### src/rtl/shift_arbiter.sv
// rtl/shift_arbiter.sv - two-requester arbiter in front of one shared 16-bit barrel shifter
//
// Modules:
//   barrel_shifter : combinational shifter; mode 00 SLL, 01 SRA, 1x ROR.
//   shift_arbiter  : top level; grants one of two valid/ready requesters,
//                    drives the shared shifter, registers the result.
//
// shift_arbiter ports:
//   clk, rst_n                   clock (rising edge), async active-low reset
//   req0_valid/ready/data/amt/mode   execute-stage request channel
//   req1_valid/ready/data/amt/mode   bit-manipulation-unit request channel
//   rsp_valid/ready              one-entry result register handshake
//   rsp_data, rsp_id             shifted result and winning requester ID
//
// Build option:
//   SHIFT_ARB_RR_EN defined   : round-robin on contention (winner != last)
//   SHIFT_ARB_RR_EN undefined : fixed priority, requester 0 wins contention

module barrel_shifter #(
    parameter int WIDTH = 16,
    parameter int AW    = $clog2(WIDTH)
) (
    input  logic [WIDTH-1:0] data,
    input  logic [AW-1:0]    amt,
    input  logic [1:0]       mode,
    output logic [WIDTH-1:0] result
);

    always_comb begin
        result = '0;
        unique case (mode)
            2'b00:   result = data << amt;
            2'b01:   result = WIDTH'($signed(data) >>> amt);
            // Rotate right: shift the doubled word and keep the low half.
            default: result = WIDTH'({data, data} >> amt);
        endcase
    end

endmodule

module shift_arbiter #(
    parameter int WIDTH = 16
) (
    input  logic                     clk,
    input  logic                     rst_n,

    input  logic                     req0_valid,
    output logic                     req0_ready,
    input  logic [WIDTH-1:0]         req0_data,
    input  logic [$clog2(WIDTH)-1:0] req0_amt,
    input  logic [1:0]               req0_mode,

    input  logic                     req1_valid,
    output logic                     req1_ready,
    input  logic [WIDTH-1:0]         req1_data,
    input  logic [$clog2(WIDTH)-1:0] req1_amt,
    input  logic [1:0]               req1_mode,

    output logic                     rsp_valid,
    input  logic                     rsp_ready,
    output logic [WIDTH-1:0]         rsp_data,
    output logic                     rsp_id
);

    localparam int AW = $clog2(WIDTH);

    typedef enum logic {
        S_EMPTY = 1'b0,
        S_FULL  = 1'b1
    } state_t;

    state_t           state;
    state_t           state_nxt;
    logic             last;
    logic             pick0;
    logic [1:0]       grant;
    logic             can_accept;
    logic             xfer0;
    logic             xfer1;
    logic             any_xfer;
    logic [WIDTH-1:0] sh_data;
    logic [AW-1:0]    sh_amt;
    logic [1:0]       sh_mode;
    logic [WIDTH-1:0] sh_result;

    // Contention policy: pick0 says whether requester 0 wins when both are valid.
`ifdef SHIFT_ARB_RR_EN
    assign pick0 = last;
`else
    logic unused_last;
    assign pick0       = 1'b1;
    assign unused_last = last;
`endif

    assign grant[0] = req0_valid & (~req1_valid | pick0);
    assign grant[1] = req1_valid & (~req0_valid | ~pick0);

    // Result register drains in the same cycle it refills.
    assign can_accept = ~rsp_valid | rsp_ready;

    // Readies are forced low while reset is held, even though the register is empty.
    assign req0_ready = grant[0] & can_accept & rst_n;
    assign req1_ready = grant[1] & can_accept & rst_n;

    assign xfer0    = req0_valid & req0_ready;
    assign xfer1    = req1_valid & req1_ready;
    assign any_xfer = xfer0 | xfer1;

    assign sh_data = grant[1] ? req1_data : req0_data;
    assign sh_amt  = grant[1] ? req1_amt  : req0_amt;
    assign sh_mode = grant[1] ? req1_mode : req0_mode;

    barrel_shifter #(
        .WIDTH (WIDTH),
        .AW    (AW)
    ) u_shifter (
        .data   (sh_data),
        .amt    (sh_amt),
        .mode   (sh_mode),
        .result (sh_result)
    );

    // State register
    always_ff @(posedge clk or negedge rst_n) begin
        if (!rst_n) begin
            state <= S_EMPTY;
        end else begin
            state <= state_nxt;
        end
    end

    // Next-state logic
    always_comb begin
        state_nxt = state;
        unique case (state)
            S_EMPTY: begin
                if (any_xfer) state_nxt = S_FULL;
            end
            S_FULL: begin
                if (any_xfer)       state_nxt = S_FULL;
                else if (rsp_ready) state_nxt = S_EMPTY;
            end
            default: state_nxt = S_EMPTY;
        endcase
    end

    // Output logic
    always_comb begin
        rsp_valid = 1'b0;
        if (state == S_FULL) rsp_valid = 1'b1;
    end

    // Result payload and last-winner pointer; both move only on a transfer.
    always_ff @(posedge clk or negedge rst_n) begin
        if (!rst_n) begin
            rsp_data <= '0;
            rsp_id   <= 1'b0;
            last     <= 1'b1;
        end else if (any_xfer) begin
            rsp_data <= sh_result;
            rsp_id   <= xfer1;
            last     <= xfer1;
        end
    end

endmodule

### config.mk
export PLATFORM = sky130hd
export DESIGN_NAME = shift_arbiter
export DESIGN_NICKNAME = d
export VERILOG_FILES = /design/src/rtl/shift_arbiter.sv
export SDC_FILE = /design/constraint.sdc
export NUM_CORES = 1
export LEC_CHECK = 0
export ABC_AREA = 1
export BUFFER_PORTS_ARGS = -buffer_cell sky130_fd_sc_hd__buf_2
export CAP_MARGIN = 40
export CORE_MARGIN = 2
export CORE_UTILIZATION = 30
export DETAILED_ROUTE_END_ITERATION = 6
export GPL_ROUTABILITY_DRIVEN = 0
export MAX_ROUTING_LAYER = met4
export PLACE_DENSITY = 0.5
export SLEW_MARGIN = 20
export SYNTH_ARGS = -nofsm -noshare
export SYNTH_HDL_FRONTEND = slang
export SYNTH_SLANG_ARGS = --single-unit
### constraint.sdc
create_clock -name clk -period 1.47 [get_ports clk]
set_input_delay 0 -clock clk [delete_from_list [all_inputs] [get_ports clk]]
set_output_delay 0 -clock clk [all_outputs]
set_load 0.05 [all_outputs]
==> impl_metrics.csv <==
group,metric,value,unit
clocking,cts_root_buf,"clkbuf_8",
sta,fin_crit,1410,ps
outcome,outcome,"finished, final reports clean",
yosys,synth.cell_area,2940,sq um
setup_path,crit_fanout,9,
global_route,grt_usage,22.3,%
drt,wl_per_cell,13.8,um
place,dp_cells,783,
final_layout,final_cell_mix,"257 x nand2_1, 124 x nand3_1, 68 x buf_2",
global_route,antenna_found_initial,0,
drt,drt_iter0_drc,304,
clocking,clk_pin_slew,70,ps
clocking,cts_tree,"yes",
final_layout,final_cells,794,
setup_path,crit_cells,10,
setup_path,required,1620,ps
sta,max_freq,0.711,GHz
yosys,syn_area_per_cell,5.24,sq um
setup_path,r2r_start,"state",
yosys,synthFlopType,"dfrtp_1",
floorplan,start_util,30.5,%
setup_path,setup.worst_path.class,"reg2reg",
sta,hold_violations,0,
setup_path,cpPeakStageDelay,430,ps
setup_path,rr_endpoint,"rsp_data[10]",
final_layout,filler_cell_count,1093,
yosys,synth_edf_count,0,
drt,dr_wl_met2,5.41,mm
setup_path,start_kind,"register",
final_layout,nNetsFinal,711,
sta,period_share,95.7,%
yosys,synth_cell_type_count,33,
place,io_buffers,68,
final_layout,area_growth,39.1,%
yosys,synth.net_count,611,
final_layout,drive_above_1_share,27.8,%
global_route,grt-ovfl-total,0,
sta,slew_headroom,73.6,%
setup_path,critPathLaunch,"state",
place,dp_hpwl,8.95,mm
yosys,yosysWarnings,0,
setup_path,crit_end,"rsp_data[10]",
drt,route.detailed.drc,0,
pwr,power.leakage,0.00232,uW
drt,firstDrtPassIters,5,
yosys,ys_ff_latch,18,
job,drv_cap,0,
pwr,power-per-cell-area,802,nW/um^2
setup_path,cp_top_family,"simple AND/OR/NAND/NOR gates",
floorplan,die_w,103,um
sta,setup_ws,62.7,ps
drt,wirelength,11.0,mm
clocking,clkLatencyLatePin,250,ps
final_layout,mostFrequentLayoutCell,"nand2_1",
sta,skew,2.28,ps
floorplan,pin_count,69,
drt,drtAntennaViolNets,0,
drt,wl_met3,536,um
clocking,clkSinkCount,18,
yosys,ys_seq_area_share,15.3,%
floorplan,row_count,36,
yosys,netlist_instances,562,
setup_path,reg2reg_depth,10,
floorplan,fp.dieArea,10600,sq um
global_route,grt_pass1_wl,18.2,mm
drt,vias,4028,
global_route,grt_max_degree,28,
drt,highest_layer,"met4",
setup_path,slowest_stage,"dfrtp_2",
final_layout,finalCoreUtilization,42.5,%
final_layout,insertedDiodeCount,0,
setup_path,reg2reg_slack,60,ps
global_route,grt_pass1_vias,3854,
drt,wl_met1,4.63,mm
setup_path,crit_chain,"nand2_4 > nand2_8 > nor2_4 > nor2_4 > buf_12 > buf_12 > a21oi_4 > nand3_1 > nand2_1 > inv_1",
pwr,peakVddDrop,614,uV
sta,tightest_slew,396,ps
drt,viasPerCell,5.07,
clocking,clockBufferDepth,2,
place,post-place-ws,-220,ps
floorplan,chipHeight,103,um
clocking,htree_levels,1,
worst_hold_path,hp-class,"in2reg",
setup_path,crit_buf_inv,3,
setup_path,end_kind,"register",
sta,rsz0062_at_grt,"true",
sta,setup_viol,0,
floorplan,core_area,9640,sq um
setup_path,arrival,1560,ps
clocking,cts_made_buffers,3,
yosys,async_flop_share,100,%
sta,worst_hold_slack,62.8,ps
sta,slew_viol_final,0,
[worst register-to-register path, delay by kind of cell (launching register included)]
kind | cells | cell delay [ps]
and+or+nand+nor | 6 | 460
DFF | 1 | 430
buffers and inverters | 3 | 310
AOI/OAI and AO/OA | 1 | 100
[per-layer routing]
layer | vias up | GRT usage [%]
met5 | - | -
li1 | 2005 | -
met2 | 141 | 38.7
met4 | 0 | 6.68
met3 | 30 | 2.51
met1 | 1852 | 27.2
[cells in the mapped netlist, types with 2 or more instances]
| cell | count | area, sq um |
|---|---|---|
| nand2_1 | 270 | 1010 |
| nand3b_1 | 2 | 15.0 |
| nand3_1 | 130 | 651 |
| nand2_4 | 2 | 22.5 |
| o21ai_4 | 4 | 65.1 |
| o21ai_0 | 5 | 25.0 |
| buf_4 | 5 | 37.5 |
| inv_1 | 34 | 128 |
| o211ai_1 | 2 | 15.0 |
| buf_6 | 4 | 45.0 |
| nand3_2 | 2 | 20.0 |
| buf_2 | 16 | 80.1 |
| nor2_4 | 2 | 22.5 |
| a21oi_1 | 13 | 65.1 |
| nor3_1 | 2 | 10.0 |
| nor2_1 | 20 | 75.1 |
| o21ai_1 | 5 | 25.0 |
| o21ai_2 | 2 | 17.5 |
| a31oi_1 | 2 | 12.5 |
| nor2_2 | 4 | 25.0 |
| inv_2 | 5 | 18.8 |
| clkbuf_1 | 2 | 7.51 |
| dfrtp_1 | 18 | 450 |
| nand4_1 | 2 | 12.5 |
[sequential cells by signal, summed over array words and instances, names as in the netlist]
register,flops
rsp_data,16
rsp_id,1
state,1
[worst min-delay path by stage]
stage | start | end | depth (start not counted) | slack, ps
4_1_cts | rsp_ready | state | 4 | 20
2_1_floorplan | rst_n | rsp_data[0] | 0 | -300
5_1_grt | rsp_ready | state | 4 | 80
6_report | rsp_ready | state | 4 | 60
3_5_place_dp | rst_n | rsp_data[11] | 2 | 30
3_3_place_gp | rst_n | rsp_id | 2 | 10
[cell families after synthesis]
family	synth area share, %
buffers and inverters	11.1
AO/OA/AOI/OAI	8.20
AND/OR/NAND/NOR	65.4
flip-flops	15.3
[what timing repair did]
| item | 4_1_cts | 5_1_grt |
|---|---|---|
| resized for setup | 0 | 36 |
| hold buffers | 1 | 0 |
| buffers inserted | 0 | 4 |
| setup endpoints to repair | 0 | 16 |
| endpoints found under the hold margin | 18 | 0 |
[power by group]
group          switching, uW  leakage [uW]  internal, uW  total, uW
logic                   1480       0.00208           729       2210
clock network            159     0.0000288           238        396
registers               61.9      0.000216           618        680
total                   1700       0.00232          1580       3290
[layout make-up]
cell class / instances / area (sq um) / area share [%]
timing repair inverter: 2 / 11.3 / 0.275
inverter: 41 / 166 / 4.06
multi-input combinational: 476 / 2320 / 56.6
timing repair buffer: 120 / 925 / 22.6
clock buffer: 4 / 55.1 / 1.34
sequential: 18 / 452 / 11.0
tap: 133 / 166 / 4.06
[stage by stage]
step	instance area (sq um)	TNS [ps]	power (uW)
2_1_floorplan	2990	-1190	2120
3_3_place_gp	3830	-2940	2790
3_5_place_dp	3830	-2880	2790
4_1_cts	3900	0	3200
5_1_grt	4100	-14.6	3570
6_report	4100	0	3290
No activity file was read; power rests on OpenSTA's default activity.
